==> config.mk <==
export PLATFORM = sky130hd
export DESIGN_NAME = crc_engine_param
export DESIGN_NICKNAME = d
export VERILOG_FILES = /design/src/rtl/crc_pkg.sv /design/src/rtl/crc_step.sv /design/src/rtl/crc_engine_param.sv
export SDC_FILE = /design/constraint.sdc
export NUM_CORES = 1
export LEC_CHECK = 0
export ABC_CLOCK_PERIOD_IN_PS = 4800
export CAP_MARGIN = 20
export CORE_MARGIN = 1.5
export CORE_UTILIZATION = 52
export CTS_CLUSTER_DIAMETER = 80
export DETAILED_ROUTE_END_ITERATION = 7
export GPL_TIMING_DRIVEN = 1
export PLACE_DENSITY = 0.8
export SLEW_MARGIN = 25
export SYNTH_ARGS = -nofsm -noshare
export SYNTH_HDL_FRONTEND = slang
export SYNTH_HIERARCHICAL = 1
export SYNTH_SLANG_ARGS = --single-unit
==> constraint.sdc <==
create_clock -name clk -period 4.8 [get_ports clk]
set_clock_uncertainty 0.2 [all_clocks]
set_input_delay 0.96 -clock clk [delete_from_list [all_inputs] [get_ports clk]]
set_output_delay 0.96 -clock clk [all_outputs]
set_load 0.01 [all_outputs]
==> src/rtl/crc_pkg.sv <==
// crc_pkg: shared definitions for the parametrised CRC engine and its
// receive-side users.
//   state_t      engine FSM states (IDLE/SHIFT/DONE)
//   CRC16_8005   CRC-16 (IBM/UMTS) polynomial, x^16 term implicit
//   CRC16_1021   CRC-16 CCITT polynomial, x^16 term implicit
//   CRC8_07      CRC-8 ATM polynomial, x^8 term implicit
//   clog2()      ceiling log2, usable in parameter expressions
package crc_pkg;

  typedef enum logic [1:0] {
    IDLE,
    SHIFT,
    DONE
  } state_t;

  localparam logic [15:0] CRC16_8005 = 16'h8005;
  localparam logic [15:0] CRC16_1021 = 16'h1021;
  localparam logic [7:0]  CRC8_07    = 8'h07;

  function automatic int unsigned clog2(input int unsigned value);
    int unsigned v;
    int unsigned r;
    v = (value > 0) ? value - 1 : 0;
    r = 0;
    while (v > 0) begin
      r++;
      v = v >> 1;
    end
    return r;
  endfunction

endpackage

==> src/rtl/crc_step.sv <==
// crc_step: combinational CRC advance over BITS_PER_CLK input bits.
// bits[BITS_PER_CLK-1] is consumed first (MSB-first order).
// Ports:
//   crc_in    in   CRC_W         current register value
//   bits      in   BITS_PER_CLK  input bits for this step
//   crc_next  out  CRC_W         register value after all bits
module crc_step
  import crc_pkg::*;
#(
  parameter int unsigned      CRC_W        = 16,
  parameter logic [CRC_W-1:0] POLY         = CRC16_8005,
  parameter int unsigned      BITS_PER_CLK = 1
) (
  input  logic [CRC_W-1:0]        crc_in,
  input  logic [BITS_PER_CLK-1:0] bits,
  output logic [CRC_W-1:0]        crc_next
);

  logic [CRC_W-1:0]        acc;
  logic [BITS_PER_CLK-1:0] pending;
  logic                    fb;

  always_comb begin
    acc     = crc_in;
    pending = bits;
    fb      = 1'b0;
    for (int unsigned i = 0; i < BITS_PER_CLK; i++) begin
      fb      = acc[CRC_W-1] ^ pending[BITS_PER_CLK-1];
      acc     = {acc[CRC_W-2:0], 1'b0} ^ (fb ? POLY : '0);
      pending = pending << 1;
    end
    crc_next = acc;
  end

endmodule

==> src/rtl/crc_engine_param.sv <==
// crc_engine_param: parametrised CRC generator/checker over a parallel frame.
// A start in IDLE latches data/mode/check_crc, then SHIFT consumes
// BITS_PER_CLK bits per cycle MSB-first for FRAME_W/BITS_PER_CLK cycles,
// then one DONE cycle registers the result and pulses done.
// Optional build macro CRC_FINAL_XOR_EN: result = register ^ XOROUT
// (both for crc_out and for the check); otherwise XOROUT is ignored.
// Ports:
//   clk        in   1        clock, rising edge
//   rst        in   1        asynchronous active-high reset
//   start      in   1        request, sampled only in IDLE
//   mode       in   1        0 = generate, 1 = check
//   data       in   FRAME_W  frame, bit FRAME_W-1 first
//   check_crc  in   CRC_W    received CRC (check mode)
//   busy       out  1        engine not idle
//   done       out  1        one-cycle result-valid pulse
//   crc_out    out  CRC_W    computed CRC, held until next done
//   crc_err    out  1        check mismatch, held until next done
module crc_engine_param
  import crc_pkg::*;
#(
  parameter int unsigned      CRC_W        = 16,
  parameter logic [CRC_W-1:0] POLY         = CRC16_8005,
  parameter logic [CRC_W-1:0] INIT         = '0,
  parameter int unsigned      FRAME_W      = 66,
  parameter int unsigned      BITS_PER_CLK = 1,
  parameter logic [CRC_W-1:0] XOROUT       = '0
) (
  input  logic               clk,
  input  logic               rst,
  input  logic               start,
  input  logic               mode,
  input  logic [FRAME_W-1:0] data,
  input  logic [CRC_W-1:0]   check_crc,
  output logic               busy,
  output logic               done,
  output logic [CRC_W-1:0]   crc_out,
  output logic               crc_err
);

  localparam int unsigned      N     = FRAME_W / BITS_PER_CLK;
  localparam int unsigned      CNT_W = clog2(N + 1);
  localparam logic [CNT_W-1:0] LAST  = CNT_W'(N - 1);

`ifdef CRC_FINAL_XOR_EN
  localparam logic [CRC_W-1:0] FINAL_MASK = XOROUT;
`else
  localparam logic [CRC_W-1:0] FINAL_MASK = XOROUT & '0;
`endif

  if (FRAME_W % BITS_PER_CLK != 0) begin : g_bad_split
    $error("crc_engine_param: FRAME_W must be a multiple of BITS_PER_CLK");
  end
  if (CRC_W < 4 || CRC_W > 32) begin : g_bad_width
    $error("crc_engine_param: CRC_W must be within 4..32");
  end

  state_t             state;
  state_t             state_next;
  logic [FRAME_W-1:0] frame;
  logic               mode_q;
  logic [CRC_W-1:0]   chk_q;
  logic [CRC_W-1:0]   crc_q;
  logic [CRC_W-1:0]   crc_adv;
  logic [CRC_W-1:0]   result;
  logic [CNT_W-1:0]   cnt;

  crc_step #(
    .CRC_W       (CRC_W),
    .POLY        (POLY),
    .BITS_PER_CLK(BITS_PER_CLK)
  ) u_step (
    .crc_in  (crc_q),
    .bits    (frame[FRAME_W-1 -: BITS_PER_CLK]),
    .crc_next(crc_adv)
  );

  assign result = crc_q ^ FINAL_MASK;
  assign busy   = (state != IDLE);

  always_comb begin
    state_next = state;
    case (state)
      IDLE:    if (start) state_next = SHIFT;
      SHIFT:   if (cnt == LAST) state_next = DONE;
      DONE:    state_next = IDLE;
      default: state_next = IDLE;
    endcase
  end

  always_ff @(posedge clk or posedge rst) begin
    if (rst) state <= IDLE;
    else     state <= state_next;
  end

  // The result is registered on the edge that leaves DONE, so done and
  // the new crc_out/crc_err become visible together in the following cycle.
  always_ff @(posedge clk or posedge rst) begin
    if (rst) begin
      frame   <= '0;
      mode_q  <= 1'b0;
      chk_q   <= '0;
      crc_q   <= INIT;
      cnt     <= '0;
      done    <= 1'b0;
      crc_out <= '0;
      crc_err <= 1'b0;
    end else begin
      done <= (state == DONE);
      case (state)
        IDLE: begin
          if (start) begin
            frame  <= data;
            mode_q <= mode;
            chk_q  <= check_crc;
            crc_q  <= INIT;
            cnt    <= '0;
          end
        end
        SHIFT: begin
          crc_q <= crc_adv;
          frame <= frame << BITS_PER_CLK;
          cnt   <= cnt + CNT_W'(1);
        end
        DONE: begin
          crc_out <= result;
          crc_err <= mode_q & (result != chk_q);
        end
        default: ;
      endcase
    end
  end

endmodule

==> results list <==
- The flow ran to the end, and the final reports show no timing, DRC or antenna violations.
* Depth of the CTS H-tree: 4
- Post-synth cell types: 31
- The final hold violation count was 0.
- TritonCTS built the clock tree.
* Post-CTS repair timing setup buffer count: 0
- VDD sags by at most 0.239 mV.
* Detail Route Antenna Nets: 0
- CTS placed an instance of clkbuf_8 at the clock tree root.
- The HPWL after detailed placement is 7800 microns.
* Initial Utilization: 53.0%
* I/O Buffers: 104
- Entering global routing, the biggest net connects 71 pins.
* Routed Wire Length: 12,300 microns
* Clock buffer count from CTS: 17
- Critical path peak fanout: 5
* Clock latency on the worst-skew pair: 0.52 ns
* Count of flip-flops with a built-in enable after synthesis: 0
- Highest attainable clock frequency: 351 MHz
- The share of the Yosys chip area taken by registers is 58.1%.
* Most area-hungry cell type in the Yosys netlist: dfrtp_1
* # IOs: 105
* Post-synth ARST share: 100%
* Clock Tree Buf Depth: 2
- Most used flip-flop cell after synthesis: dfrtp_1
- Final-report setup violation count: 0
- Final hold analysis gives a worst-case slack of 0.273 ns.
* Leakage power: 0.00347 uW
* Post-Route Setup TNS: 0 ns
- Mapped Avg Cell Area: 9.28 sq um
* Placeable core area: 0.0102 sq mm
- Netlist area before placement: 0.00543 sq mm
* # diodes: 0
- Yosys top cell area share: 58.1%
- Total number of clock tree sinks: 126
- Routability congestion estimate: 0.812
- The path class of the tightest hold or removal check is reg2reg.
- Row generation in the floorplan step produced 37 rows.
- The number of global-route vias before repair came to 4,354.
- Relative slew slack: 36.5%
- Number of gates resized after cts: 0
- Shortest period the worst path allows: 2.85 ns
- In this run, post-CTS hold repair placed 0 buffers.
- For this run, the detailed router's first-pass iteration total came to 5.
* Tightest Pin Transition: 0.953 ns
- Data required time at the worst endpoint: 3.64 ns
* Crit path launch type: flip-flop
- Number of violations reported at the end of detailed-routing iteration 0: 227
- Setup repair after global routing missed its margin: no
- Type of element capturing the critical path: output port
- First-pass GRT wire length: 20,600 microns
- The Yosys step of the flow raised 6 warnings.
* Fraction of layout instances using a drive strength above 1: 6.64%
* Die ar.: 0.0111 sq mm
- Using the TritonRoute via totals, the vias-per-cell ratio works out to 5.43.
- Final-report max-slew violation count: 0
* Die Span Y: 105 microns
- Worst Setup Path Type: reg2out
* Power density cells: 391 mW/mm^2
- Compared with the post-synthesis result, the final layout area differs by 28.5%.
- Counting every net in the synthesized netlist gives 673.
- Final period util: 59.3%
* Number of antenna violations at the first check in global routing: 0
* Vias: 4,423
- Synthesized netlist cell count: 585
- In the routed design, unresolved DRC markers number 0.
* Die extent in x: 105 microns
- Overall track demand over capacity in global routing: 23.6%
- Final layout net count: 753
* Total global routing overflow: 0
* Main area contributors after synthesis: dfrtp_1 (58%), nand2_1 (9.7%), nor2_1 (8.9%)
- Register bit count reported by yosys: 126
- After clock tree synthesis, the clock-pin slew on the worst setup and hold paths is 0.06 ns.
* Data arrival, critical path: 1.69 ns
* Number of max-cap violations: 0
- Routed wire per std cell: 15.2 microns
## placed cells by master (no fill, tap or decap), drive strengths merged, types with 3 or more instances in the layout
| cell | netlist | layout |
|---|---|---|
| nand2 | 140 | 140 |
| nor2 | 130 | 130 |
| dfrtp | 126 | 126 |
| clkdlybuf4s50 | 0 | 104 |
| o22ai | 64 | 64 |
| o21ai | 24 | 24 |
| clkbuf | 0 | 18 |
| xnor2 | 16 | 16 |
| clkinv | 0 | 8 |
| buf | 50 | 7 |
| nand4 | 6 | 6 |
| inv | 5 | 5 |
| clkinvlp | 0 | 4 |
| mux2i | 3 | 3 |
## through the flow
stage / setup slack (ns) / total power (uW) / cell area [sq um] / cells / util [%]
detailed placement: 1.67 / 1520 / 6400 / 782 / 62.5
CTS: 1.94 / 2740 / 6970 / 814 / 68.1
finish: 1.95 / 2730 / 6970 / 814 / 68.1
global placement: 1.60 / 1500 / 6370 / 781 / 62.3
floorplan: 0.284 / 1460 / 5430 / 585 / -
global route: 1.90 / 2840 / 6970 / 814 / 68.1
## area by class of cell
| cell class | instances | area [sq um] |
|---|---|---|
| clock buffer | 18 | 428 |
| inverter | 5 | 21.3 |
| timing repair buffer | 111 | 1110 |
| multi-input combinational | 404 | 1950 |
| clock inverter | 14 | 145 |
| sequential | 126 | 3150 |
| fill | 774 | 3260 |
| tap | 136 | 170 |
## worst paths after layout
path                            start          to  slack [ns]  depth (start not counted)
max                          state[0]        busy        1.95                          3
min                        crc_out[2]  crc_out[2]        0.27                          2
max reg2reg                  state[0]    crc_q[5]        2.64                          4
min reg2reg                crc_out[2]  crc_out[2]        0.27                          2
max in group asynchronous         rst   frame[29]        2.74                          3
min in group asynchronous         rst   frame[51]        0.76                          2
## critical path, cell delays in order, from the launching register on
cell             delay (ns)
dfrtp_1                0.42
nor2_2                 0.21
inv_1                  0.06
clkdlybuf4s50_1        0.47
## cells in the mapped netlist, drive strengths merged (2+ instances only)
master    n
mux2i     3
and2      2
nand2b    2
inv       5
dfrtp   126
buf      50
ha        2
and3      2
o21ai    24
nand4     6
nor2    130
xor3      2
xnor2    16
nand2   140
o22ai    64
## registers in the layout (all words and copies together) (netlist names)
name,flops
frame,66
chk_q,16
crc_out,16
crc_q,16
cnt,7
state,2
crc_err,1
done,1
mode_q,1
## cells by family (layout without fill, tap and decap cells)
group                    count (synthesis)  in the layout  synth area share [%]
AO/OA/AOI/OAI                           94             94                  10.5
XOR/XNOR                                19             19                  3.62
adder cells (fa/ha/maj)                  2              2                 0.461
buffers and inverters                   55            148                  6.18
flip-flops                             126            126                  58.1
multiplexers                             3              3                 0.553
AND/OR/NAND/NOR                        286            286                  20.6
## power breakdown
group	total (uW)	switching (uW)	leakage, uW	internal [uW]
Sequential	1240	107	0.00171	1130
Clock	1220	475	0.000273	750
Combinational	262	100	0.00149	162
Total	2730	681	0.00347	2040
## layer usage
| metal | wire, microns | global-route usage, % | vias to the layer above | share of wire, % |
|---|---|---|---|---|
| met4 | 195 | 7.44 | 0 | 1.6 |
| li1 | - | - | 2089 | - |
| met5 | 0 | 0 | - | 0 |
| met2 | 6060 | 38.0 | 159 | 49 |
| met1 | 5220 | 30.9 | 2153 | 42 |
| met3 | 852 | 7.05 | 22 | 6.9 |
(Power assumes the default switching activity.)
